## src/rtl/franken_mem_arbiter_if.sv

```systemverilog
// Core-side (I and D requesters) and memory-side signals of the franken_mem_arbiter.
// The master view belongs to the arbiter. The slave view belongs to the core and memory environment.
interface franken_mem_arbiter_if #(
    parameter int ADDR_W = 32,
    parameter int DATA_W = 32
);
    localparam int BE_W = DATA_W / 8;

    logic              i_req;
    logic [ADDR_W-1:0] i_addr;
    logic              i_ack;
    logic [DATA_W-1:0] i_rdata;
    logic              i_err;

    logic              d_req;
    logic [ADDR_W-1:0] d_addr;
    logic              d_we;
    logic [BE_W-1:0]   d_be;
    logic [DATA_W-1:0] d_wdata;
    logic              d_ack;
    logic [DATA_W-1:0] d_rdata;
    logic              d_err;

    logic              mem_req;
    logic [ADDR_W-1:0] mem_addr;
    logic              mem_we;
    logic [BE_W-1:0]   mem_be;
    logic [DATA_W-1:0] mem_wdata;
    logic              mem_ack;
    logic [DATA_W-1:0] mem_rdata;

    modport master (
        input  i_req, i_addr,
        input  d_req, d_addr, d_we, d_be, d_wdata,
        input  mem_ack, mem_rdata,
        output i_ack, i_rdata, i_err,
        output d_ack, d_rdata, d_err,
        output mem_req, mem_addr, mem_we, mem_be, mem_wdata
    );

    modport slave (
        output i_req, i_addr,
        output d_req, d_addr, d_we, d_be, d_wdata,
        output mem_ack, mem_rdata,
        input  i_ack, i_rdata, i_err,
        input  d_ack, d_rdata, d_err,
        input  mem_req, mem_addr, mem_we, mem_be, mem_wdata
    );
endinterface

```

## src/rtl/franken_mem_arbiter.sv

```systemverilog
// Shares one single-port memory between the I (fetch) and D (load/store) ports.
// It registers each transaction, breaks ties round-robin, and aborts a transaction on timeout.
module franken_mem_arbiter #(
    parameter int ADDR_W  = 32,
    parameter int DATA_W  = 32,
    parameter int TIMEOUT = 16
) (
    input logic                  clk,
    input logic                  reset,
    franken_mem_arbiter_if.master bus
);
    localparam int BE_W  = DATA_W / 8;
    localparam int CNT_W = (TIMEOUT > 1) ? $clog2(TIMEOUT) : 1;

    typedef enum logic [1:0] {
        ST_IDLE,
        ST_BUSY,
        ST_RESP
    } state_t;

    state_t            r_state;
    logic              r_grant_d;
    logic              r_last_d;
    logic [CNT_W-1:0]  r_cnt;

    logic              r_mem_req;
    logic [ADDR_W-1:0] r_mem_addr;
    logic              r_mem_we;
    logic [BE_W-1:0]   r_mem_be;
    logic [DATA_W-1:0] r_mem_wdata;

    logic              r_i_ack;
    logic [DATA_W-1:0] r_i_rdata;
    logic              r_i_err;
    logic              r_d_ack;
    logic [DATA_W-1:0] r_d_rdata;
    logic              r_d_err;

    logic              w_pick_d;
    logic              w_timeout;

    // On a tie, grant the port that did not win last time.
    assign w_pick_d  = bus.d_req & (~bus.i_req | ~r_last_d);
    assign w_timeout = (TIMEOUT != 0) && (r_cnt == CNT_W'(TIMEOUT - 1));

    // NOTE: every register, including the output flops, takes the async reset.
    //       mem_req must therefore fall the instant reset asserts, not at the next edge.
    always_ff @(posedge clk or negedge reset) begin
        if (!reset) begin
            r_state     <= ST_IDLE;
            r_grant_d   <= 1'b0;
            r_last_d    <= 1'b0;
            r_cnt       <= '0;
            r_mem_req   <= 1'b0;
            r_mem_addr  <= '0;
            r_mem_we    <= 1'b0;
            r_mem_be    <= '0;
            r_mem_wdata <= '0;
            r_i_ack     <= 1'b0;
            r_i_rdata   <= '0;
            r_i_err     <= 1'b0;
            r_d_ack     <= 1'b0;
            r_d_rdata   <= '0;
            r_d_err     <= 1'b0;
        end else begin
            case (r_state)
                ST_IDLE: begin
                    if (bus.i_req || bus.d_req) begin
                        r_grant_d <= w_pick_d;
                        r_mem_req <= 1'b1;
                        r_cnt     <= '0;
                        r_state   <= ST_BUSY;
                        if (w_pick_d) begin
                            r_mem_addr  <= bus.d_addr;
                            r_mem_we    <= bus.d_we;
                            r_mem_be    <= bus.d_be;
                            r_mem_wdata <= bus.d_wdata;
                        end else begin
                            r_mem_addr  <= bus.i_addr;
                            r_mem_we    <= 1'b0;
                            r_mem_be    <= '1;
                            r_mem_wdata <= '0;
                        end
                    end
                end

                ST_BUSY: begin
                    r_cnt <= r_cnt + 1'b1;
                    if (bus.mem_ack) begin
                        r_mem_req <= 1'b0;
                        r_last_d  <= r_grant_d;
                        r_state   <= ST_RESP;
                        if (r_grant_d) begin
                            r_d_ack   <= 1'b1;
                            r_d_err   <= 1'b0;
                            r_d_rdata <= r_mem_we ? '0 : bus.mem_rdata;
                        end else begin
                            r_i_ack   <= 1'b1;
                            r_i_err   <= 1'b0;
                            r_i_rdata <= bus.mem_rdata;
                        end
                    end else if (w_timeout) begin
                        r_mem_req <= 1'b0;
                        r_state   <= ST_RESP;
                        if (r_grant_d) begin
                            r_d_ack   <= 1'b1;
                            r_d_err   <= 1'b1;
                            r_d_rdata <= '0;
                        end else begin
                            r_i_ack   <= 1'b1;
                            r_i_err   <= 1'b1;
                            r_i_rdata <= '0;
                        end
                    end
                end

                ST_RESP: begin
                    r_i_ack <= 1'b0;
                    r_i_err <= 1'b0;
                    r_d_ack <= 1'b0;
                    r_d_err <= 1'b0;
                    r_cnt   <= '0;
                    r_state <= ST_IDLE;
                end

                default: r_state <= ST_IDLE;
            endcase
        end
    end

    assign bus.mem_req   = r_mem_req;
    assign bus.mem_addr  = r_mem_addr;
    assign bus.mem_we    = r_mem_we;
    assign bus.mem_be    = r_mem_be;
    assign bus.mem_wdata = r_mem_wdata;
    assign bus.i_ack     = r_i_ack;
    assign bus.i_rdata   = r_i_rdata;
    assign bus.i_err     = r_i_err;
    assign bus.d_ack     = r_d_ack;
    assign bus.d_rdata   = r_d_rdata;
    assign bus.d_err     = r_d_err;
endmodule

```

## src/flat_wrapper.sv

```systemverilog
// flat-port wrapper written by rule: the top's interface ports become plain ports
module franken_mem_arbiter_flat 
#(
    parameter int ADDR_W  = 32,
    parameter int DATA_W  = 32,
    parameter int TIMEOUT = 16
)
  (clk, reset, bus_i_req, bus_i_addr, bus_d_req, bus_d_addr, bus_d_we, bus_d_be, bus_d_wdata, bus_mem_ack, bus_mem_rdata, bus_i_ack, bus_i_rdata, bus_i_err, bus_d_ack, bus_d_rdata, bus_d_err, bus_mem_req, bus_mem_addr, bus_mem_we, bus_mem_be, bus_mem_wdata);
  franken_mem_arbiter_if #(.ADDR_W(ADDR_W), .DATA_W(DATA_W)) bus_i ();
  input logic clk;
  input logic reset;
  input wire logic [$bits(bus_i.i_req)-1:0] bus_i_req;
  input wire logic [$bits(bus_i.i_addr)-1:0] bus_i_addr;
  input wire logic [$bits(bus_i.d_req)-1:0] bus_d_req;
  input wire logic [$bits(bus_i.d_addr)-1:0] bus_d_addr;
  input wire logic [$bits(bus_i.d_we)-1:0] bus_d_we;
  input wire logic [$bits(bus_i.d_be)-1:0] bus_d_be;
  input wire logic [$bits(bus_i.d_wdata)-1:0] bus_d_wdata;
  input wire logic [$bits(bus_i.mem_ack)-1:0] bus_mem_ack;
  input wire logic [$bits(bus_i.mem_rdata)-1:0] bus_mem_rdata;
  output wire logic [$bits(bus_i.i_ack)-1:0] bus_i_ack;
  output wire logic [$bits(bus_i.i_rdata)-1:0] bus_i_rdata;
  output wire logic [$bits(bus_i.i_err)-1:0] bus_i_err;
  output wire logic [$bits(bus_i.d_ack)-1:0] bus_d_ack;
  output wire logic [$bits(bus_i.d_rdata)-1:0] bus_d_rdata;
  output wire logic [$bits(bus_i.d_err)-1:0] bus_d_err;
  output wire logic [$bits(bus_i.mem_req)-1:0] bus_mem_req;
  output wire logic [$bits(bus_i.mem_addr)-1:0] bus_mem_addr;
  output wire logic [$bits(bus_i.mem_we)-1:0] bus_mem_we;
  output wire logic [$bits(bus_i.mem_be)-1:0] bus_mem_be;
  output wire logic [$bits(bus_i.mem_wdata)-1:0] bus_mem_wdata;
  assign bus_i.i_req = bus_i_req;
  assign bus_i.i_addr = bus_i_addr;
  assign bus_i.d_req = bus_d_req;
  assign bus_i.d_addr = bus_d_addr;
  assign bus_i.d_we = bus_d_we;
  assign bus_i.d_be = bus_d_be;
  assign bus_i.d_wdata = bus_d_wdata;
  assign bus_i.mem_ack = bus_mem_ack;
  assign bus_i.mem_rdata = bus_mem_rdata;
  assign bus_i_ack = bus_i.i_ack;
  assign bus_i_rdata = bus_i.i_rdata;
  assign bus_i_err = bus_i.i_err;
  assign bus_d_ack = bus_i.d_ack;
  assign bus_d_rdata = bus_i.d_rdata;
  assign bus_d_err = bus_i.d_err;
  assign bus_mem_req = bus_i.mem_req;
  assign bus_mem_addr = bus_i.mem_addr;
  assign bus_mem_we = bus_i.mem_we;
  assign bus_mem_be = bus_i.mem_be;
  assign bus_mem_wdata = bus_i.mem_wdata;
  franken_mem_arbiter #(.ADDR_W(ADDR_W), .DATA_W(DATA_W), .TIMEOUT(TIMEOUT)) u_core (.clk(clk), .reset(reset), .bus(bus_i));
endmodule
```

## config.mk

```make
export PLATFORM = sky130hd
export DESIGN_NAME = franken_mem_arbiter_flat
export DESIGN_NICKNAME = d
export VERILOG_FILES = /design/src/rtl/franken_mem_arbiter_if.sv /design/src/rtl/franken_mem_arbiter.sv /design/src/flat_wrapper.sv
export SDC_FILE = /design/constraint.sdc
export NUM_CORES = 1
export LEC_CHECK = 0
export ABC_AREA = 0
export BUFFER_PORTS_ARGS = -buffer_cell sky130_fd_sc_hd__buf_2
export CAP_MARGIN = 5
export CELL_PAD_IN_SITES_DETAIL_PLACEMENT = 0
export CELL_PAD_IN_SITES_GLOBAL_PLACEMENT = 1
export CORE_MARGIN = 2
export CORE_UTILIZATION = 35
export CTS_CLUSTER_SIZE = 16
export DETAILED_ROUTE_END_ITERATION = 8
export PLACE_DENSITY_LB_ADDON = 0.15
export SLEW_MARGIN = 10
export SYNTH_ARGS = -nofsm -noshare
export SYNTH_HDL_FRONTEND = slang
export SYNTH_SLANG_ARGS = --single-unit
```

## constraint.sdc

```tcl
create_clock -name clk -period 1.8 [get_ports clk]
set_input_delay 0.18 -clock clk [delete_from_list [all_inputs] [get_ports clk]]
set_output_delay 0.18 -clock clk [all_outputs]
set_load 0.005 [all_outputs]
```

Word-level counts from Yosys, hierarchy flattened. Cells that the tools add are included.

Add/subtract/negate cells: 1. Equal/unequal tests: 7. Muxes and demuxes: 41. Bitwise operators: 5. Reduce and logical (&&, ||, !) cells: 16.

Operators with widths (count): $mux 32 (11); $mux 1 (18); $reduce_and 3->1 (5); $pmux 4 s3 (1); $pmux 1 s2 (5); $reduce_and 2->1 (5); $mux 4 (2); $mux 2 (3); $reduce_bool 2->1 (3); $add 4x1->4 const B (1); $eq 4x4->1 const B (1); $ne 2x1->1 const B (2); $pmux 2 s2 (1); $ne 3x2->1 const B (1); $not 1->1 (3); $reduce_bool 3->1 (1); $eq 2x1->1 const B (1); $eq 2x2->1 const B (1); $logic_not 2->1 (1); $ne 2x2->1 const B (1); $and 1x1->1 (1); $logic_or 1x1->1 (1); $or 1x1->1 (1).

Flip-flop bits (word level): 146. Bits of input ports: 138. Output and inout bits: 138. Logic and storage cells: 85.

Longest topological paths before layout. Gate-level depths: netlist of the first run.

Depth in word-level cells: 4. Depth in mapped cells: 7. Mapped depth without buffers: 5.

Least setup slack after synthesis of the first run. No wires, ideal clock.

Path type: register -> register. From: register u_core.r_state[0]. To: register u_core.r_state[1]. Library setup time: 0.128 ns. Arrival: 1.471 ns. Data required time: 1.672 ns. Path slack: 0.201 ns. Stages on the path, launching flop included: 6. Clock period less this slack: 1.599 ns. Path through: dfrtp_1 -> inv_1 -> ha_1 -> nor3b_2 -> a21oi_1 -> mux2_1.

Word-level cells in the longest chain between the ends: 3. Elaborated cells on any way between the ends: 6. Classes of those cells: eq/ne (3); mux (1); reduce/logical (2).

Ends and longest elaborated chain: start, declared (RTL line franken_mem_arbiter.sv:21) `state_t r_state;`; start signal, assigned (RTL line franken_mem_arbiter.sv:50) `r_state <= ST_IDLE;`; start signal, assigned (RTL line franken_mem_arbiter.sv:72) `r_state <= ST_BUSY;`; start signal, assigned (RTL line franken_mem_arbiter.sv:92) `r_state <= ST_RESP;`; $eq 2x1->1 / $logic_not 2->1 (equally long branches) (RTL line franken_mem_arbiter.sv:66) `case (r_state)`; $ne 3x2->1 (no source line) / $ne 2x1->1 (equally long branches); $reduce_and 2->1 (no source line).

Parallel ways exist; a longest one is shown, timed or not. A chain may end at the register's enable or synchronous reset.

Worst setup path in the final report of the first run.
From: register u_core.r_state[1]. To: register u_core.r_d_rdata[0], in the netlist u_core.bus.d_rdata[0].

Word-level cells in the longest chain between the ends: 2.

Ends and longest elaborated chain: $eq 2x1->1 (RTL line franken_mem_arbiter.sv:66); $reduce_and 3->1 (no source line); end signal, assigned (RTL line franken_mem_arbiter.sv:96) `r_d_rdata <= r_mem_we ? '0 : bus.mem_rdata;`; end, declared (RTL line franken_mem_arbiter.sv:36) `logic [DATA_W-1:0] r_d_rdata;`.

No other way between the ends.

==> impl_results.rst, run 1 <==
.. list-table::
   :header-rows: 1

   * - Metric
     - Value
   * - Unique cell type count in the Yosys netlist
     - 35
   * - Sequential cell area fraction in the yosys report
     - a little over three fifths
   * - Async set or reset register ratio after synthesis
     - 100%
   * - Wire length per cell after detailed routing
     - 16.2 µm
   * - Share of synthesized cell area in and, or, nand and nor gates
     - roughly 5.8%
   * - Clock sink total
     - between 100 and 150
   * - Remaining DRCs
     - 0
   * - Flip-flop cell with the highest count after synthesis
     - dfrtp_1
   * - Crit end category
     - register
   * - Clk slew on worst S/H paths
     - around 0.06 ns
   * - Number of global-route vias before repair
     - roughly 5.1k
   * - Count of mapped cells out of synthesis
     - 448
   * - Setup WS pre-CTS
     - just under 0.08 ns
   * - Clk root buf
     - clkbuf_16
   * - Family with the most delay on the worst path
     - flip-flops
   * - Number of antenna violations at the first check in global routing
     - 0
   * - Run status
     - completed
   * - Detail Placement HPWL
     - 11,800 µm
   * - Instance area after placement
     - 0.00757 mm²
   * - Maximum frequency from static timing analysis
     - 606 MHz
   * - Hold Vio Cnt, Final
     - 0
   * - Number of placement rows
     - 47
   * - Worst voltage drop across the vdd grid
     - 671 µV
   * - Category of the critical setup timing path
     - register to register
   * - Number of iterations in the first detailed-routing pass
     - 4
   * - Signal arrival time at the worst endpoint
     - 2.00 ns
   * - Synthesized-area fraction occupied by adder cells
     - 1.29%
   * - Number of fillers in the final layout
     - 1,449
   * - Cell Chain, Critical Path
     - inv_1 > ha_2 > nand2_1 > nor3b_4 > buf_12 > a22o_1
   * - Pwr/cell area
     - around 1600 mW/mm²
   * - Average footprint of a synthesized cell
     - 13.0 µm²
   * - Number of diodes added for antenna fixing
     - 0
   * - Via-per-instance ratio
     - 4.82
   * - Number of I/O pins
     - 276
   * - Slowest cell on the critical path
     - dfrtp_1
   * - Worst setup SP type
     - register
   * - Top-area cell type share of the netlist area
     - 62.8%
   * - Xor/xnor cell area share of the yosys netlist
     - 0%
   * - DIE HEIGHT
     - 133 µm
   * - Level count of the clock H-tree
     - 4
   * - Maximum number of pins on one net before global-route repair
     - between 50 and 60
   * - Floorplan Core Area
     - 0.0164 mm²
   * - Relative slew slack
     - roughly 63%
   * - Compound-cell area share of the yosys netlist
     - 20.2%
   * - Cell depth of the worst setup path
     - 6
   * - Maximum buffer depth of the clock tree
     - 2
   * - Net count, final
     - 941
   * - Sum of routed wire length over all layers
     - 16,700 µm
   * - Synthesized cell area
     - 0.00581 mm²
   * - Die footprint
     - 0.0177 mm²
   * - Final setup vio count
     - 0
   * - EDFF count, synth
     - 0
   * - Via count
     - 4,965
   * - Final estimated routing congestion in global placement
     - approximately 0.8
   * - GR Overflow Total
     - 0
   * - Number of max-cap violations
     - 0
   * - Buffers inserted by post-CTS timing repair
     - 0
   * - Post-route setup TNS
     - 0 ns
   * - Clock tree from TritonCTS
     - done
   * - Share of synthesized area spent on multiplexers
     - 5.90%
   * - Most common cell in the synthesized netlist
     - dfrtp_1
   * - Finished Cell Area
     - around 0.0088 mm²
   * - Ranking of synthesized cells by instance count
     - dfrtp_1, a22o_1, nand2_1
   * - Synthesis-to-layout area growth
     - 51.7%
   * - Aggregate global-route resource usage
     - 19.4%
   * - Maximum cell stage delay along the critical path
     - 0.41 ns
   * - Pin slew with the least headroom to its limit
     - 0.550 ns
   * - Setup repair after global routing missed its margin
     - false
   * - Syn nets
     - about 590
   * - Source-to-sink clock delay at the later pin of the worst-skew pair
     - around 0.42 ns
   * - DRT iter0 DRCs
     - 200
   * - Depth of the most critical reg-to-reg path
     - 6
   * - Syn. warnings
     - 0
   * - Final ANT Viol Nets
     - 0
   * - Count of buffers inserted at the top-level ports
     - 275
   * - Starting density of the core
     - 35.4%
   * - Final critical-path share of the clock period
     - 91.7%
   * - Worst path buffer plus inverter count
     - 2
   * - Die width
     - approximately 130 µm
   * - Total of flip-flops plus latches after synthesis
     - around 150
   * - Largest fanout of any net on the critical path
     - 32
   * - Least setup slack across all paths after layout
     - 0.149 ns
   * - Lkg Pwr
     - ~4.6 nW
   * - Max-slew violation count
     - 0
   * - Cell type with the largest total area after synthesis
     - dfrtp_1
   * - Number of CTS-inserted buffers
     - 17
   * - Hold path cells
     - 2
   * - Worst path required time
     - 2.15 ns
   * - Largest family of logic cells by synthesized area
     - compound AO/OA/AOI/OAI gates
   * - Hold WC Path Type
     - primary input to register
   * - Top cells by area, synth
     - dfrtp_1, a22o_1, mux2i_1, o21ai_0, nand2_1
   * - First-pass GRT wire length
     - ~27,000 µm
   * - Crit path time final
     - 1.65 ns
   * - Fraction of final layout cells sized beyond drive strength 1
     - a little over two fifths
   * - Setup clock skew after layout
     - 0.00792 ns
==> where the power goes <==
part / total (mW) / switching, mW / internal, mW
clock: 3.56 / 1.42 / 2.14
sequential: 5.73 / 0.909 / 4.82
combinational: 5.12 / 2.39 / 2.72
==> registers in the layout, indices dropped and copies added (netlist names), 2 cells and up <==
| signal | count |
|---|---|
| u_core.bus.d_rdata | 32 |
| u_core.bus.mem_addr | 32 |
| u_core.r_cnt | 4 |
| u_core.r_state | 2 |
| u_core.bus.i_rdata | 32 |
| u_core.bus.mem_wdata | 32 |
| u_core.bus.mem_be | 4 |
==> placed cells by master, fill, tap and decap left out, types with 2 or more instances in the layout <==
master         instances
clkinv_2               2
clkinv_4               3
nor2_1                 2
dfrtp_1              146
buf_12                 9
nand2_1               42
nand2b_1               2
inv_6                  5
nor2b_1                2
mux2i_1               32
o21ai_0               39
buf_2                274
clkbuf_8               2
nand3_1                9
a21oi_1                8
or4_1                  4
dlygate4sd3_1         65
a22o_1                97
inv_1                  5
ha_1                   5
buf_4                 13
o22a_1                 4
bufinv_16              2
clkbuf_16             17
==> worst register-to-register path, stage by stage, from the launching register on <==
cell and delay [ns]:
dfrtp_1 0.41, inv_1 0.12, ha_2 0.26, nand2_1 0.15, nor3b_4 0.25, buf_12 0.22
a22o_1 0.18
==> path summary, 6_finish.rpt <==
path                                    startpoint                       to  slack [ns]
min in group asynchronous                    reset    u_core.bus.i_rdata[8]        0.30
hold / removal                   bus_mem_rdata[20]   u_core.bus.i_rdata[20]        0.02
setup reg to reg                 u_core.r_state[1]    u_core.bus.d_rdata[0]        0.15
setup / recovery                 u_core.r_state[1]    u_core.bus.d_rdata[0]        0.15
hold reg to reg            u_core.bus.mem_addr[22]  u_core.bus.mem_addr[22]        0.47
max in group asynchronous                    reset  u_core.bus.mem_addr[18]        0.88
==> layer usage <==
metal  wire length (µm)  GRT usage [%]  up-vias
met3               1160           5.40       18
met5                  0              0        -
met2               7950           31.6      211
met4                249           6.51        0
li1                   -              -     2356
met1               7350           25.1     2380
==> through the flow <==
| stage | utilization (%) | power [mW] | std cells | hold WS, ns |
|---|---|---|---|---|
| finish | 53.8 | 14.4 | 1030 | 0.0209 |
| global route | 53.8 | 15.4 | 1030 | 0.00627 |
| CTS | 53.7 | 14.6 | 1029 | 0.000300 |
| detailed placement | 46.1 | 10.8 | 933 | 0.187 |
| global placement | 46.1 | 10.7 | 933 | 0.183 |
| floorplan | - | 8.25 | 448 | -0.116 |
==> final cells by class <==
| class | instances | area (µm²) | area share (%) |
|---|---|---|---|
| clock buffers | 19 | 453 | 5.14 |
| inverters | 5 | 18.8 | 0.213 |
| well taps | 220 | 275 | 3.12 |
| flip-flops and latches | 146 | 3650 | 41.4 |
| multi-input cells | 265 | 1960 | 22.2 |
| repair buffers | 362 | 2310 | 26.2 |
| clock inverters | 13 | 148 | 1.67 |
==> kinds of logic (layout without fill, tap and decap cells) <==
logic type,count (synthesis),after routing
flip-flops,146,146
AND/OR/NAND/NOR,70,70
multiplexers,34,34
buffers and inverters,37,399
adder cells (fa/ha/maj),6,6
AO/OA/AOI/OAI,155,155
==> timing repair <==
item | CTS | global route
setup endpoints to repair | 0 | 6
resized for setup | 0 | 1
hold endpoints to repair | 132 | 2
hold buffers | 64 | 1
Power figures use the tool's default switching activity.
==> run 2, diff against run 1 <==
--- a/config.mk
+++ b/config.mk
@@ -12,6 +12,7 @@
 export CELL_PAD_IN_SITES_GLOBAL_PLACEMENT = 1
 export CORE_MARGIN = 2
 export CORE_UTILIZATION = 35
+export CTS_BUF_LIST = sky130_fd_sc_hd__clkbuf_16
 export CTS_CLUSTER_SIZE = 16
 export DETAILED_ROUTE_END_ITERATION = 8
 export PLACE_DENSITY_LB_ADDON = 0.15
==> run 2 against run 1 <==
Effect of this change: sequential share of layout area rose by 0.094 points; hold slack got worse by 0.0022 ns; maximum frequency barely moved; clock skew about the same; global-route usage about the same; combinational power barely moved; non-clock buffer count stayed put; sequential cell count is the same; register-to-register slack hardly changed; critical path type unchanged.
==> impl_results.rst, run 2 (same netlist as run 1, synthesis figures left out) <==
.. list-table::
   :header-rows: 1

   * - Metric
     - Value
   * - DRT iter0 DRCs
     - 207 (+3.5%)
   * - Detail Placement HPWL
     - 11,800 µm (unchanged)
   * - Final ANT Viol Nets
     - 0 (unchanged)
   * - Number of antenna violations at the first check in global routing
     - 0 (unchanged)
   * - Buffers inserted by post-CTS timing repair
     - 0 (unchanged)
   * - Hold WC Path Type
     - primary input to register
   * - Number of placement rows
     - 47 (unchanged)
   * - Power share of the clock group
     - 24.3% (-0.4 points)
   * - DIE HEIGHT
     - 133 µm (unchanged)
   * - Number of diodes added for antenna fixing
     - 0 (unchanged)
   * - Number of fillers in the final layout
     - 1,454 (+0.35%)
   * - Via count
     - 4,959 (-0.12%)
   * - Synthesis-to-layout area growth
     - 51.3%
   * - Worst path required time
     - 2.15 ns (about the same)
   * - Post-route setup TNS
     - 0 ns (unchanged)
   * - Count of buffers inserted at the top-level ports
     - 275 (unchanged)
   * - Setup clock skew after layout
     - 0.00784 ns (-0.0000828 ns)
   * - Hold path cells
     - 2 (unchanged)
   * - Number of iterations in the first detailed-routing pass
     - 4 (unchanged)
   * - Number of global-route vias before repair
     - 5,106 (-0.020%)
   * - Maximum number of pins on one net before global-route repair
     - 57 (unchanged)
   * - Switching power
     - 4.73 mW (about the same)
   * - Relative slew slack
     - 63.2% (-0.13 points)
   * - Starting density of the core
     - 35.4% (unchanged)
   * - Lkg Pwr
     - 4.63 nW (-0.24%)
   * - Post-layout total power
     - 14.3 mW (-0.58%)
   * - Clock sink total
     - 146 (unchanged)
   * - Signal arrival time at the worst endpoint
     - 2.00 ns (about the same)
   * - Number of CTS-inserted buffers
     - 17 (unchanged)
   * - Maximum buffer depth of the clock tree
     - 2 (unchanged)
   * - Internal power
     - 9.60 mW (-0.88%)
   * - Footprint of the multi-input gates
     - 0.00196 mm² (unchanged)
   * - Fraction of power spent switching nets
     - 33.0% (+0.20 points)
   * - Pwr/cell area
     - 1630 mW/mm² (-0.35%)
   * - Remaining DRCs
     - 0 (unchanged)
   * - GR Overflow Total
     - 0 (unchanged)
   * - Sum of routed wire length over all layers
     - 16,800 µm (+0.34%)
   * - Crit end category
     - register
   * - Wire length per cell after detailed routing
     - 16.3 µm (+0.34%)
   * - Clk slew on worst S/H paths
     - 0.06 ns (about the same)
   * - Post-route insts no fill
     - 1,030 (unchanged)
   * - Most used cells in the layout excluding fill and tap cells
     - buf_2, dfrtp_1, a22o_1, dlygate4sd3_1, nand2_1
   * - Die width
     - 133 µm (unchanged)
   * - Source-to-sink clock delay at the later pin of the worst-skew pair
     - 0.42 ns (about the same)
   * - Most common cell after layout, fill and taps aside
     - buf_2
   * - Seq. cell area
     - 0.00365 mm² (unchanged)
   * - Aggregate global-route resource usage
     - 19.4% (+0.041 points)
   * - Die footprint
     - 0.0177 mm² (unchanged)
   * - Part of the total power dissipated in sequential elements
     - 40.0% (+0.2 points)
   * - Pin slew with the least headroom to its limit
     - 0.552 ns (+0.00202 ns)
   * - Least setup slack across all paths after layout
     - 0.147 ns (-0.00161 ns)
   * - Final setup vio count
     - 0 (unchanged)
   * - Clock tree from TritonCTS
     - done
   * - Cell count after placement
     - 933 (unchanged)
   * - Maximum frequency from static timing analysis
     - 605 MHz (about the same)
   * - Final Util
     - 53.6% (-0.12 points)
   * - Final critical-path share of the clock period
     - 91.8% (about the same)
   * - Depth of the most critical reg-to-reg path
     - 6 (unchanged)
   * - Category of the critical setup timing path
     - register to register
   * - Setup WS pre-CTS
     - 0.0796 ns (unchanged)
   * - Hold Slack
     - 0.0186 ns (-0.00222 ns)
   * - Worst voltage drop across the vdd grid
     - 670 µV (-0.17%)
   * - Max-slew violation count
     - 0 (unchanged)
   * - Setup repair after global routing missed its margin
     - false
   * - Crit path time final
     - 1.65 ns (+0.00161 ns)
   * - Fraction of final layout cells sized beyond drive strength 1
     - 41.5% (-0.25 points)
   * - Worst setup SP type
     - register
   * - Final estimated routing congestion in global placement
     - 0.803 (unchanged)
   * - Floorplan Core Area
     - 0.0164 mm² (unchanged)
   * - Net count, final
     - 941 (unchanged)
   * - Level count of the clock H-tree
     - 4 (unchanged)
   * - Number of I/O pins
     - 276 (unchanged)
   * - Clk root buf
     - clkbuf_16
   * - Run status
     - completed
   * - Finished Cell Area
     - 0.00880 mm² (-0.23%)
   * - Number of max-cap violations
     - 0 (unchanged)
   * - Via-per-instance ratio
     - 4.81 (-0.12%)
   * - Instance area after placement
     - 0.00757 mm² (unchanged)
   * - Largest fanout of any net on the critical path
     - 32 (unchanged)
   * - Hold Vio Cnt, Final
     - 0 (unchanged)
   * - First-pass GRT wire length
     - 26,900 µm (+0.23%)
   * - Combinational fraction of design power
     - 35.8% (+0.3 points)
-- run 2: area by class of cell --
class                   count  area share (%)
multi-input cells         265            22.3
well taps                 220            3.13
inverters                   5           0.213
clock inverters            15            1.76
clock buffers              17            4.83
repair buffers            362            26.3
flip-flops and latches    146            41.5
-- run 2: what timing repair did --
item / CTS / global route
hold buffers: 64 / 1
resized for setup: 0 / 1
hold endpoints to repair: 132 / 2
endpoints found under the setup margin: 0 / 6
-- run 2: metal layers --
| layer | global-route usage [%] | routed length, µm | vias to the layer above |
|---|---|---|---|
| li1 | - | - | 2357 |
| met1 | 25.3 | 7380 | 2356 |
| met2 | 31.5 | 7990 | 227 |
| met3 | 5.40 | 1160 | 19 |
| met4 | 6.51 | 245 | 0 |
| met5 | 0 | 0 | - |
-- run 2: power groups by stage --
stage               logic [mW]  registers (mW)  clock network, mW
floorplan                 2.49            5.77                  0
global placement          4.98            5.75                  0
detailed placement        5.12            5.71                  0
CTS                       5.21            5.73               3.57
global route              5.69            5.92               3.75
finish                    5.12            5.73               3.48
-- run 2: critical path: stages, from the launching register on --
cell     delay (ns)
dfrtp_1        0.41
inv_1          0.11
ha_2           0.26
nand2_1        0.15
nor3b_4        0.25
buf_12         0.22
a22o_1         0.17
-- run 2: path summary, 6_finish.rpt --
check                                         from                       to  slack (ns)
setup / recovery                 u_core.r_state[1]    u_core.bus.d_rdata[0]        0.15
min in group asynchronous                    reset    u_core.bus.i_rdata[8]        0.30
hold / removal                   bus_mem_rdata[20]   u_core.bus.i_rdata[20]        0.02
setup reg to reg                 u_core.r_state[1]    u_core.bus.d_rdata[0]        0.15
max in group asynchronous                    reset  u_core.bus.mem_addr[18]        0.87
hold reg to reg            u_core.bus.mem_addr[22]  u_core.bus.mem_addr[22]        0.47
